**src/rtl/pll_lock_reset_seq.sv**
```systemverilog
// Reset sequencer for the USB-host PLL: waits for stable lock, releases the PHY reset and then
// the core reset, retries the PLL via its RST pin when lock never arrives, and parks in FAIL.
module pll_lock_reset_seq #(
  parameter int unsigned LOCK_CYCLES   = 1024,
  parameter int unsigned PHY_DELAY     = 256,
  parameter int unsigned TIMEOUT       = 65536,
  parameter int unsigned PLLRST_CYCLES = 16,
  parameter int unsigned MAX_RETRY     = 4,
  parameter int unsigned CNT_W         = 17
) (
  input  logic       clk_i,
  input  logic       rstn_i,
  input  logic       locked_i,
  input  logic       retry_i,
  output logic       pll_rst_o,
  output logic       phy_rst_o,
  output logic       core_rst_o,
  output logic       ready_o,
  output logic       fail_o,
  output logic [2:0] retry_cnt_o,
  output logic [7:0] lost_cnt_o
);

  typedef enum logic [2:0] {
    ST_WAIT,
    ST_PLLRST,
    ST_STABLE,
    ST_PHY,
    ST_RUN,
    ST_FAIL
  } state_e;

  localparam logic [CNT_W-1:0] TIMEOUT_LAST = CNT_W'(TIMEOUT - 1);
  localparam logic [CNT_W-1:0] PLLRST_LAST  = CNT_W'(PLLRST_CYCLES - 1);
  localparam logic [CNT_W-1:0] LOCK_LAST    = CNT_W'(LOCK_CYCLES - 1);
  localparam logic [CNT_W-1:0] PHY_LAST     = CNT_W'(PHY_DELAY - 1);
  localparam logic [2:0]       RETRY_LIMIT  = 3'(MAX_RETRY);

  state_e           state;
  logic [CNT_W-1:0] cnt;
  logic             lock_s1;
  logic             lock_s2;

  // Two-flop synchronizer; the FSM only ever looks at lock_s2.
  // NOTE: sequential state is written with non-blocking assignments so every flop samples
  // the pre-edge value of the others; blocking here would collapse the two stages into one.
  always_ff @(posedge clk_i or negedge rstn_i) begin
    if (!rstn_i) begin
      lock_s1 <= 1'b0;
      lock_s2 <= 1'b0;
    end else begin
      lock_s1 <= locked_i;
      lock_s2 <= lock_s1;
    end
  end

  function automatic logic [7:0] sat_inc(input logic [7:0] v);
    return (v == 8'hFF) ? v : v + 8'd1;
  endfunction

  // Outputs are updated on the same edge as the transition that changes them, so they come
  // straight from flops and cannot glitch; phy_rst_o always falls a full PHY_DELAY before core.
  always_ff @(posedge clk_i or negedge rstn_i) begin
    if (!rstn_i) begin
      state       <= ST_WAIT;
      cnt         <= '0;
      pll_rst_o   <= 1'b0;
      phy_rst_o   <= 1'b1;
      core_rst_o  <= 1'b1;
      ready_o     <= 1'b0;
      fail_o      <= 1'b0;
      retry_cnt_o <= 3'd0;
      lost_cnt_o  <= 8'd0;
    end else begin
      cnt <= cnt + CNT_W'(1);
      unique case (state)
        ST_WAIT: begin
          if (lock_s2) begin
            state <= ST_STABLE;
            cnt   <= '0;
          end else if (cnt == TIMEOUT_LAST) begin
            cnt <= '0;
            if (retry_cnt_o == RETRY_LIMIT) begin
              state  <= ST_FAIL;
              fail_o <= 1'b1;
            end else begin
              state       <= ST_PLLRST;
              pll_rst_o   <= 1'b1;
              retry_cnt_o <= retry_cnt_o + 3'd1;
            end
          end
        end

        ST_PLLRST: begin
          if (cnt == PLLRST_LAST) begin
            state     <= ST_WAIT;
            cnt       <= '0;
            pll_rst_o <= 1'b0;
          end
        end

        // Lock loss is tested before count expiry so a drop on the last cycle wins.
        ST_STABLE: begin
          if (!lock_s2) begin
            state <= ST_WAIT;
            cnt   <= '0;
          end else if (cnt == LOCK_LAST) begin
            state     <= ST_PHY;
            cnt       <= '0;
            phy_rst_o <= 1'b0;
          end
        end

        ST_PHY: begin
          if (!lock_s2) begin
            state      <= ST_WAIT;
            cnt        <= '0;
            phy_rst_o  <= 1'b1;
            lost_cnt_o <= sat_inc(lost_cnt_o);
          end else if (cnt == PHY_LAST) begin
            state       <= ST_RUN;
            cnt         <= '0;
            core_rst_o  <= 1'b0;
            ready_o     <= 1'b1;
            retry_cnt_o <= 3'd0;
          end
        end

        ST_RUN: begin
          if (!lock_s2) begin
            state      <= ST_WAIT;
            cnt        <= '0;
            phy_rst_o  <= 1'b1;
            core_rst_o <= 1'b1;
            ready_o    <= 1'b0;
            lost_cnt_o <= sat_inc(lost_cnt_o);
          end
        end

        ST_FAIL: begin
          if (retry_i) begin
            state       <= ST_PLLRST;
            cnt         <= '0;
            fail_o      <= 1'b0;
            pll_rst_o   <= 1'b1;
            retry_cnt_o <= 3'd0;
          end
        end

        default: begin
          state      <= ST_WAIT;
          cnt        <= '0;
          pll_rst_o  <= 1'b0;
          phy_rst_o  <= 1'b1;
          core_rst_o <= 1'b1;
          ready_o    <= 1'b0;
          fail_o     <= 1'b0;
        end
      endcase
    end
  end

endmodule

```
**config.mk**
```make
export PLATFORM = sky130hd
export DESIGN_NAME = pll_lock_reset_seq
export DESIGN_NICKNAME = d
export VERILOG_FILES = /design/src/rtl/pll_lock_reset_seq.sv
export SDC_FILE = /design/constraint.sdc
export NUM_CORES = 1
export LEC_CHECK = 0
export BUFFER_PORTS_ARGS = -buffer_cell sky130_fd_sc_hd__buf_4
export CAP_MARGIN = 15
export CORE_UTILIZATION = 58
export CTS_CLUSTER_SIZE = 16
export DETAILED_ROUTE_END_ITERATION = 10
export PLACE_DENSITY = 0.78
export SETUP_SLACK_MARGIN = 0.15
export SLEW_MARGIN = 10
export SYNTH_ARGS = -nofsm -noshare
export SYNTH_HDL_FRONTEND = slang
export SYNTH_SLANG_ARGS = --single-unit
```
**constraint.sdc**
```tcl
create_clock -name clk_i -period 3.6 [get_ports clk_i]
set_clock_uncertainty 0.2 [all_clocks]
set_input_delay 0.72 -clock clk_i [delete_from_list [all_inputs] [get_ports clk_i]]
set_output_delay 0.72 -clock clk_i [all_outputs]
set_load 0.02 [all_outputs]
```
After elaboration in Yosys (flattened, before gate mapping). Index checks and enable logic that the tools add are counted.

Bits in registers: 38. Bits of input ports: 4. Output and inout port bits: 16. Logic and storage cells: 110.

$add $sub $neg: 3. Equal/unequal tests: 26. Mux-type cells: 50. Bitwise operators: 6. Reductions and logical operators: 14.

Operators with widths (number): 17-bit 2-to-1 mux (9); 17-bit one-hot mux with 6 select lines (1); 3-bit 2-to-1 mux (16); 2-bit != test (second input constant) (12); 3-bit one-hot mux with 6 select lines (1); 17-bit by 1-bit adder with 17-bit output (second input constant) (1); 17-bit by 10-bit equality test with 1-bit output (second input constant) (1); 17-bit by 16-bit equality test with 1-bit output (second input constant) (1); 17-bit by 4-bit equality test with 1-bit output (second input constant) (1); 17-bit by 8-bit equality test with 1-bit output (second input constant) (1); 1-bit 2-to-1 mux (17); 1-bit one-hot mux with 3 select lines (4); 6-bit AND reduction (2); 3-bit equality test (second input constant) (3); 3-bit != test (second input constant) (3); 3-bit one-hot mux with 3 select lines (1); 8-bit by 1-bit adder with 8-bit output (second input constant) (1); 8-bit equality test (second input constant) (1); 4-bit AND reduction (2); 4-bit OR reduction (2); 7-bit AND reduction (1); 3-bit by 2-bit equality test with 1-bit output (second input constant) (2); 1-bit inverter (6); 3-bit OR reduction (2); 8 further kinds (8).

Logic depth before layout (Yosys ltp). Gate-level depths: netlist of run 1.

Depth after elaboration: 5. Gate-level depth with buffers: 11.

Least setup slack after synthesis of run 1. OpenSTA, ideal clock, no wires.

Path kind: flip-flop to flip-flop. From: reg cnt[0]. To: reg retry_cnt_o[2]. Setup time: 0.126 ns. Arrival time: 2.451 ns. Path slack: 0.823 ns. Cell stages (with the launch flop): 12. Buffers on the path: 0. Path through: dfrtp_1 > ha_1 > nand3_1 > nor3_1 > nand3_1 > inv_1 > ha_1 > nor2b_1 > o31ai_1 > a221oi_1 > nand2_1 > a221o_1.

Cells in the longest elaborated chain, start to end: 3. Elaborated cells between the ends (all ways): 5.

RTL lines: start: declaration (line 40) `logic [CNT_W-1:0] cnt;`; start signal: assignment (line 75) `cnt <= cnt + CNT_W'(1);`; 17-bit by 8-bit equality test with 1-bit output / 17-bit by 16-bit equality test with 1-bit output (equally long branches) (line 120, 81); 2-bit != test (no line); 7-bit AND reduction (no line) *; end signal: assignment (line 89) `retry_cnt_o <= retry_cnt_o + 3'd1;`; end: declaration (line 20) `output logic [2:0] retry_cnt_o,`.

Mark *: on every way between the ends. The rest lies on a longest branch, timed or not. A chain may end at the register's enable or synchronous reset.

Final worst setup path of run 1. Same ends and word-level chain as after synthesis.

==> flow_metrics.tcl, run 1 <==
set metrics [dict create \
    hold_viol 0 \
    netlist.top_cell.by_area "dfrtp_1" \
    utilization_pct 68.1 \
    synthCells 210 \
    via_per_inst 5.95 \
    portBuffers 19 \
    synth_top_area_share_pct 42.7 \
    drc_errors 0 \
    critPathKind "reg -> reg" \
    antenna_found_initial 0 \
    ys.flop_type "dfrtp_1" \
    status "finished, final reports clean" \
    wl_per_cell_um 15.2 \
    numCtsBuffers 5 \
    worstMarginPinSlew_ns 0.824 \
    leakagePower_nw 1.02 \
    grt_pass1_vias 1674 \
    antenna_left 0 \
    synth.net_count 220 \
    clock_latency_ns 0.36 \
    ys_seq_elements 38 \
    crit_path_max_incr_delay_ns 0.41 \
    maxSlewHeadroom_pct 45.1 \
    maxSlewViolCount 0 \
    nets 238 \
    drt-total-wl_mm 4.18 \
    io_pins 20 \
    grt_usage_pct 24.4 \
    vdd_drop_max_uv 358 \
    arrival_ns 3.08 \
    die_w_um 62.3 \
    ys_seq_area_share_pct 45.1 \
    place_hpwl_mm 2.98 \
    clock.fmax_mhz 331 \
    ys_top_cells_by_area "dfrtp_1 (43%), xor2_1 (4.6%), a21oi_2 (4.1%)" \
    powerDensity_mw_per_mm2 704 \
    core_area_sq_mm 0.00342 \
    grt_start_max_net_pins 39 \
    initial_core_util_pct 61.8 \
    cp_cell_sequence "ha_1, nand3_1, nor3_2, nand3_1, inv_1, ha_1, nor2b_1, o31ai_1, a221oi_1, nand2_1, a221o_1" \
    cap_violations 0 \
    start_kind "register" \
    tns_ns 0 \
    cts_hold_buf 0 \
    synth-edff-count 0 \
    wl_met1_mm 1.91 \
    avgSynthCellArea_sq_um 10.1 \
    rsz0062_at_grt "false" \
    n_antenna_cell 0 \
    vias 1635 \
    route.met2.wl_mm 2.00 \
    ctsResizeCount 0 \
    num-fill-cells 284 \
    grt_remaining_overflow 0 \
    synthTopCellsByCount "dfrtp_1 (36), nand2_1 (21), nor2_1 (16)" \
    holdCritPathClass "in -> async" \
    yosys_warnings 0 \
    clkSlewWorstSetupHoldPaths_ns 0.12 \
    period_share_pct 84.0 \
    post_cts_buffers 0 \
    worstPathRequired_ns 3.65 \
    async_flop_share_pct 100 \
    dr_wl_met3_um 181 \
    htree_levels 2 \
    multi_input_area_sq_mm 0.00107 \
    syn2layout_area_growth_pct 10.1 \
    syn_area_sq_mm 0.00211 \
    cts_tree "yes" \
    gp_congestion 0.848 \
    top_layer_used "met4" \
    clock_sinks 38 \
    critPathMaxFanout 4 \
    yosysMostFrequentCell "dfrtp_1" \
    regArea_sq_um 953 \
    crit_slowest_cell "dfrtp_1" \
    cts_root_buffer "clkbuf_4" \
    period_needed_ns 3.02 \
    clockBufferDepth 2 \
    die_h_um 62.3 \
    cp-end-kind "register" \
    setup_viol 0 \
    rows 21 \
    grt_pass1_wl_mm 7.41 \
    drtIter0Drc 110 \
    firstDrtPassIters 4 \
    ys_types 49 \
    die_area_sq_mm 0.00389 \
    drive_above_1_share_pct 20.5 \
]
## report_power, final
group	internal, mW	switching, mW
Sequential	0.520	0.148
Clock	0.0938	0.148
Combinational	0.293	0.433
## layout make-up
class / instances / area share [%]
repair buffers: 20 / 6.46
clock buffers: 6 / 2.21
inverters: 9 / 1.45
clock inverters: 2 / 0.538
multi-input cells: 154 / 45.9
flip-flops and latches: 38 / 41.0
well taps: 46 / 2.48
## state kept, by name, indices dropped and copies added, names as in the netlist
name         flops
fail_o           1
lost_cnt_o       8
retry_cnt_o      3
core_rst_o       1
ready_o          1
cnt             17
lock_s2          1
lock_s1          1
phy_rst_o        1
state            3
pll_rst_o        1
## per-stage QoR
| stage | area (sq um) | std cells | hold slack (ns) | setup WS, ns | total power [mW] |
|---|---|---|---|---|---|
| final | 2320 | 275 | 0.104 | 0.575 | 1.64 |
| after global routing | 2320 | 275 | 0.131 | 0.261 | 1.74 |
| after CTS | 2320 | 275 | 0.119 | 0.444 | 1.63 |
| after detailed placement | 2260 | 267 | 0.139 | 0.461 | 1.39 |
| after global placement | 2260 | 267 | 0.135 | 0.615 | 1.36 |
| after floorplan | 2110 | 210 | 0.131 | 0.823 | 1.23 |
## path summary, 6_finish.rpt
path                       startpoint        endpoint  slack (ns)  depth (start not counted)
max in group asynchronous      rstn_i      core_rst_o        2.74                          1
max                            cnt[0]  retry_cnt_o[2]        0.58                         11
min in group clk_i            lock_s1         lock_s2        0.16                          0
max reg2reg                    cnt[0]  retry_cnt_o[2]        0.58                         11
min reg2reg                   lock_s1         lock_s2        0.16                          0
min                            rstn_i  retry_cnt_o[2]        0.10                          1
## routing by layer
layer  global-route usage (%)  up-vias
li1                         -      780
met1                     29.4      799
met2                     41.2       46
met3                     6.80       10
met4                     9.88        0
met5                        0        -
## logic make-up after synthesis
group           count (synthesis)  synth area share, %
compound gates                 47                 17.0
xor+xnor                       21                 8.71
fa+ha+maj                       6                 3.55
buf+inv                        18                 4.62
flops                          38                 45.1
mux                             3                 1.54
simple gates                   77                 19.4
## worst max-delay path, delay by kind of cell (launching register included)
kind	cells	cell delay, ns
flip-flops	1	0.41
AO/OA/AOI/OAI	3	0.88
AND/OR/NAND/NOR	5	0.97
buffers and inverters	1	0.08
adder cells (fa/ha/maj)	2	0.39
## layout by cell type, fill, tap and decap left out, types with 3 or more instances in the layout
cell and n:
nor3b_1 4, buf_4 20, a21oi_1 14, clkbuf_4 5, and3_1 8, inv_1 9, nand3_1 10, ha_1 6
o211ai_1 3, nand4_1 5, xor2_1 11, dfrtp_1 36, xnor2_1 10, a21oi_2 10, nand2_1 21, nor2_1 16
Note: power is estimated with default switching activity, not from simulation.
==> run 2, diff against run 1 <==
==> constraint.sdc (replaced) <==
create_clock -name clk_i -period 2.8 [get_ports clk_i]
set_clock_uncertainty 0.2 [all_clocks]
set_input_delay 0.56 -clock clk_i [delete_from_list [all_inputs] [get_ports clk_i]]
set_output_delay 0.56 -clock clk_i [all_outputs]
set_load 0.02 [all_outputs]
==> run 2 against run 1 <==
  * Die area unchanged
  * Flip-flop and latch count unchanged
  * First-iteration DRC count increased by 77%
  * Routed wire length increased by 1.8%
  * Largest cell class unchanged
==> flow_metrics.tcl, run 2 (same netlist as run 1, synthesis figures left out) <==
set metrics [dict create \
    firstDrtPassIters 4 \
    power.switching_mw 0.977 \
    die_area_sq_mm 0.00389 \
    placed_area_sq_mm 0.00230 \
    rows 21 \
    power_frac_clock_pct 16.0 \
    power.internal_mw 1.34 \
    r2r_cells 11 \
    die_w_um 62.3 \
    clkSlewWorstSetupHoldPaths_ns 0.12 \
    arrival_ns 2.63 \
    portBuffers 19 \
    clock_latency_ns 0.34 \
    place_hpwl_mm 2.90 \
    leakagePower_nw 1.11 \
    maxSlewHeadroom_pct 67.2 \
    tns_ns 0 \
    cts_root_buffer "clkbuf_4" \
    pwr-share-comb_pct 48.3 \
    maxSlewViolCount 0 \
    critPathMaxFanout 5 \
    vdd_drop_max_uv 587 \
    num-fill-cells 250 \
    r2r-start "cnt[10]" \
    grt_pass1_wl_mm 7.12 \
    rsz0062_at_grt "false" \
    multi_input_area_sq_mm 0.00112 \
    top_register "cnt" \
    initial_core_util_pct 61.8 \
    dp.cells 271 \
    nets 250 \
    clock.fmax_mhz 387 \
    powerDensity_mw_per_mm2 932 \
    path_buf_inv 3 \
    power_mw 2.31 \
    hold_path_end "lock_s1" \
    critical-path-top-delay-family "compound AO/OA/AOI/OAI gates" \
    clockBufferDepth 2 \
    fin_area_sq_mm 0.00248 \
    cts_tree "yes" \
    via_per_inst 5.98 \
    period_needed_ns 2.58 \
    crit_slowest_cell "dfrtp_1" \
    antenna_found_initial 0 \
    syn2layout_area_growth_pct 17.5 \
    setup_viol 0 \
    core_area_sq_mm 0.00342 \
    die_h_um 62.3 \
    start_kind "register" \
    drive_above_1_share_pct 27.4 \
    r2r_setup_slack_ns 0.22 \
    drc_errors 0 \
    cp-end-kind "register" \
    cp_cell_sequence "and3_1, and3_1, nand3_2, inv_1, ha_2, nor2b_4, o31ai_2, a221oi_2, buf_4, buf_4, a221o_1" \
    worstPathRequired_ns 2.84 \
    most-common-layout-cells "dfrtp_1 (35), buf_4 (31), nand2_1 (21)" \
    vias 1715 \
    numCtsBuffers 5 \
    fin_cells 287 \
    clock_sinks 38 \
    wl_per_cell_um 14.8 \
    startpoint "cnt[10]" \
    period_share_pct 92.3 \
    io_pins 20 \
    min_from "locked_i" \
    hold_depth 1 \
    switching_share_pct 42.2 \
    worstMarginPinSlew_ns 0.492 \
    grt_start_max_net_pins 39 \
    holdCritPathClass "in -> reg" \
    grt_pass1_vias 1597 \
    hold_viol 0 \
    largest_register_ff_count 17 \
    reg_top3 "cnt: 17 flops, lost_cnt_o: 8 flops" \
    status "finished, final reports clean" \
    drtIter0Drc 195 \
    cap_violations 0 \
    grt_remaining_overflow 0 \
    layout_commonest_cell "dfrtp_1" \
    critPathKind "reg -> reg" \
    antenna_left 0 \
    htree_levels 2 \
    gp_congestion 0.823 \
    grt_usage_pct 23.2 \
    drt-total-wl_mm 4.26 \
    p_seq_share_pct 35.7 \
    crit_path_max_incr_delay_ns 0.45 \
    n_antenna_cell 0 \
    timing.rr.end "retry_cnt_o[2]" \
    regArea_sq_um 955 \
]
-- run 2: cell types whose count changed in the layout (fill, tap and decap cells not counted), sizes merged --
cell / change
buf: +11
dlygate4sd3: +1
clkinvlp: -1
bufinv: +1
clkbuf: -1
clkinv: +1
-- run 2: power by group through the flow --
stage          combinational (mW)  sequential, mW  clock, mW
6_report                     1.12           0.826      0.371
3_3_place_gp                0.976           0.816          0
4_1_cts                      1.04           0.815      0.371
2_1_floorplan               0.738           0.852          0
5_1_grt                      1.21           0.844      0.399
3_5_place_dp                 1.00           0.828          0
-- run 2: how the worst max path moves through the flow --
stage | endpoint | cells past startpoint
2_1_floorplan | retry_cnt_o[2] | 11
3_3_place_gp | retry_cnt_o[2] | 11
3_5_place_dp | retry_cnt_o[2] | 11
4_1_cts | retry_cnt_o[2] | 11
5_1_grt | retry_cnt_o[2] | 11
6_report | retry_cnt_o[2] | 11
-- run 2: metrics by stage --
stage / util [%] / hold WS [ns] / setup slack [ns]
floorplan: - / 0.0644 / 0.208
finish: 72.7 / 0.122 / 0.216
CTS: 70.5 / 0.116 / 0.151
global route: 72.7 / 0.0991 / 0.0949
global placement: 67.3 / 0.133 / 0.162
detailed placement: 67.3 / 0.143 / 0.0492
-- run 2: layout make-up --
type,instances,area share (%)
Clock buffer,5,1.51
Timing Repair Buffer,32,9.78
Clock inverter,3,1.61
Tap cell,46,2.32
Inverter,9,1.36
Sequential cell,38,38.5
Multi-Input combinational cell,154,45.0
-- run 2: routing by layer --
layer	global-route usage, %	share of wire (%)	wire length (um)	vias up
met2	37.2	51	2160	58
li1	-	-	-	808
met3	5.15	4.5	192	5
met1	30.5	44	1860	844
met5	0	0	0	-
met4	9.01	1.0	44	0
-- run 2: repair_timing --
item                       4_1_cts  5_1_grt
cloned                           0        0
setup endpoints to repair        2        4
setup buffers                    3        4
hold endpoints to repair        36        0
gates resized for setup          1        9
hold buffers                     1        0
pin swaps                        2        4
==> run 3, diff against run 2 <==
--- a/config.mk
+++ b/config.mk
@@ -5,13 +5,14 @@
 export SDC_FILE = /design/constraint.sdc
 export NUM_CORES = 1
 export LEC_CHECK = 0
+export ABC_AREA = 1
 export BUFFER_PORTS_ARGS = -buffer_cell sky130_fd_sc_hd__buf_4
 export CAP_MARGIN = 15
-export CORE_UTILIZATION = 58
+export CORE_UTILIZATION = 59
 export CTS_CLUSTER_SIZE = 16
 export DETAILED_ROUTE_END_ITERATION = 10
-export PLACE_DENSITY = 0.78
-export SETUP_SLACK_MARGIN = 0.15
+export PLACE_DENSITY = 0.79
+export SETUP_SLACK_MARGIN = 0.05
 export SLEW_MARGIN = 10
 export SYNTH_ARGS = -nofsm -noshare
 export SYNTH_HDL_FRONTEND = slang
==> run 3 against run 2 <==
  * Sequential share of layout area shrank 0.68 points
  * Register-to-register slack got worse by 0.12 ns
  * Total power is 6.4% lower
  * Die area fell by 0.29%
  * Global-route usage increased by 0.84 points
  * Largest cell class unchanged
  * Largest power group unchanged
==> flow_metrics.tcl, run 3 <==
set metrics [dict create \
    reg_top3 "cnt: 17 flops, lost_cnt_o: 8 flops" \
    cp_cell_sequence "ha_2, nand2_2, nor2_4, nand2_2, inv_2, nand2_2, nor2_4, nand4_1, nor2_2, ha_2, inv_2, o21ai_2, nand2_2, nor3_4, buf_4, nand3b_1, nand2_1" \
    portBuffers 19 \
    grt_start_max_net_pins 39 \
    worstPathRequired_ns 2.91 \
    start_kind "register" \
    rows 21 \
    setup_slack_ns 0.0955 \
    drt-total-wl_mm 4.38 \
    synth_top_area_share_pct 42.1 \
    cap_violations 0 \
    switching_share_pct 42.2 \
    setup_viol 0 \
    pre_cts_slack_ns 0.0938 \
    vdd_drop_max_uv 563 \
    clkSlewWorstSetupHoldPaths_ns 0.12 \
    crit_path_max_incr_delay_ns 0.39 \
    cts_root_buffer "clkbuf_4" \
    firstDrtPassIters 4 \
    ys_seq_area_share_pct 44.5 \
    drive_above_1_share_pct 21.8 \
    status "finished, final reports clean" \
    clock.fmax_mhz 370 \
    core_area_sq_mm 0.00342 \
    via_per_inst 5.27 \
    avgSynthCellArea_sq_um 7.82 \
    synth_top_family_by_area "simple AND/OR/NAND/NOR gates" \
    die_w_um 62.3 \
    power.internal_mw 1.25 \
    power.switching_mw 0.914 \
    period_needed_ns 2.70 \
    clock_latency_ns 0.36 \
    synthTopCellsByCount "nand2_1 (69), dfrtp_1 (36), nor2_1 (36)" \
    netlist.top_cell.by_area "dfrtp_1" \
    gp_congestion 0.926 \
    synth_compound_area_share_pct 5.49 \
    ys.flop_type "dfrtp_1" \
    cp_common_cell "nand2_2" \
    grt_usage_pct 24.0 \
    grt_remaining_overflow 0 \
    clock_sinks 38 \
    p_seq_share_pct 35.5 \
    crit_slowest_cell "dfrtp_1" \
    placed_area_sq_mm 0.00236 \
    maxSlewHeadroom_pct 68.8 \
    top_register "cnt" \
    synth-edff-count 0 \
    die_area_sq_mm 0.00388 \
    yosys_warnings 0 \
    clockBufferDepth 2 \
    synth-simple-area-share_pct 31.9 \
    period_share_pct 96.6 \
    htree_levels 2 \
    place_hpwl_mm 3.01 \
    worstMarginPinSlew_ns 0.468 \
    synth.area.mux_share_pct 0 \
    grt_pass1_vias 1751 \
    drc_errors 0 \
    synth_fa_ha_area_share_pct 3.50 \
    syn2layout_area_growth_pct 17.8 \
    power_frac_clock_pct 17.6 \
    hold_viol 0 \
    largest_register_ff_count 17 \
    ys_seq_elements 38 \
    vias 1864 \
    yosysMostFrequentCell "nand2_1" \
    io_pins 20 \
    critPathMaxFanout 3 \
    leakagePower_nw 1.27 \
    antenna_left 0 \
    pwr-share-comb_pct 46.9 \
    die_h_um 62.3 \
    initial_core_util_pct 62.7 \
    path_buf_inv 3 \
    synthXorXnorAreaFrac_pct 7.77 \
    numCtsBuffers 5 \
    cp-end-kind "register" \
    arrival_ns 2.81 \
    antenna_found_initial 0 \
    ys_top_cells_by_area "dfrtp_1 (42%), nand2_1 (12%), nor2_1 (6.3%)" \
    n_antenna_cell 0 \
    holdCritPathClass "in -> reg" \
    cts_tree "yes" \
    fin_area_sq_mm 0.00252 \
    drtIter0Drc 164 \
    async_flop_share_pct 100 \
    tns_ns 0 \
    most-common-layout-cells "nand2_1 (65), dfrtp_1 (36), nor2_1 (34)" \
    grt_pass1_wl_mm 7.36 \
    synth.net_count 284 \
    maxSlewViolCount 0 \
    nets 317 \
    critPathKind "reg -> reg" \
    synthCells 274 \
    layout_commonest_cell "nand2_1" \
    powerDensity_mw_per_mm2 859 \
    ys_types 23 \
    critical-path-top-delay-family "simple AND/OR/NAND/NOR gates" \
    syn_area_sq_mm 0.00214 \
    wl_per_cell_um 12.4 \
]
run 3: cell count changes in the layout (fill, tap and decap cells not counted), moves of 4 or more:
cell,delta
a21oi_1,-14
a21oi_2,-10
and3_1,-8
buf_4,-6
inv_1,+24
nand2_1,+44
nand2_2,+7
nand3_1,+11
nor2_1,+18
nor2_2,+13
nor3b_1,-4
o21ai_0,+11
o22ai_1,+4
run 3: per-layer routing:
layer  routed length, um  global-route usage (%)  vias up  share of wire [%]
li1                    -                       -      923                  -
met3                 203                    4.04       11                4.6
met4                  98                    12.2        0                2.2
met5                   0                       0        -                  0
met1                1990                    31.5      868                 46
met2                2080                    38.3       62                 48
run 3: worst paths after layout:
kind / startpoint / to / slack, ns / depth (start not counted)
min in group asynchronous: rstn_i / state[1] / 0.48 / 2
worst max register to register: cnt[0] / retry_cnt_o[1] / 0.1 / 17
worst min register to register: lock_s1 / lock_s2 / 0.17 / 0
worst min-delay path: locked_i / lock_s1 / 0.1 / 1
max in group asynchronous: rstn_i / core_rst_o / 1.57 / 2
worst max-delay path: cnt[0] / retry_cnt_o[1] / 0.1 / 17
run 3: layout make-up:
class / count / area, sq um
clock buffers: 5 / 37.5
clock inverters: 3 / 40.0
fillers: 276 / 892
inverters: 36 / 135
multi-input cells: 199 / 1080
flip-flops and latches: 38 / 953
well taps: 46 / 57.6
repair buffers: 27 / 218
run 3: cell families after synthesis:
group,after synthesis
AND/OR/NAND/NOR,153
flip-flops,38
buffers and inverters,37
AO/OA/AOI/OAI,21
XOR/XNOR,19
adder cells (fa/ha/maj),6
run 3: power by group through the flow:
stage,logic (mW),clock network [mW],registers [mW]
after CTS,0.961,0.385,0.769
after floorplan,0.588,0,0.853
after detailed placement,0.957,0,0.778
after global routing,1.13,0.404,0.787
after global placement,0.946,0,0.776
final,1.02,0.381,0.769
run 3: per-stage QoR:
stage | std cells | util [%] | hold WS [ns] | total power [mW]
after floorplan | 274 | - | 0.0644 | 1.44
after global placement | 340 | 69.0 | 0.146 | 1.72
after detailed placement | 340 | 69.0 | 0.146 | 1.73
after CTS | 349 | 71.6 | 0.0945 | 2.11
after global routing | 354 | 73.9 | 0.0870 | 2.32
final | 354 | 73.9 | 0.0991 | 2.17
run 3: repair_timing:
| item | 4_1_cts | 5_1_grt |
|---|---|---|
| hold buffers | 1 | 0 |
| endpoints found under the hold margin | 36 | 0 |
| setup endpoints to repair | 0 | 22 |
| gates resized for setup | 0 | 15 |
| setup buffers | 0 | 5 |
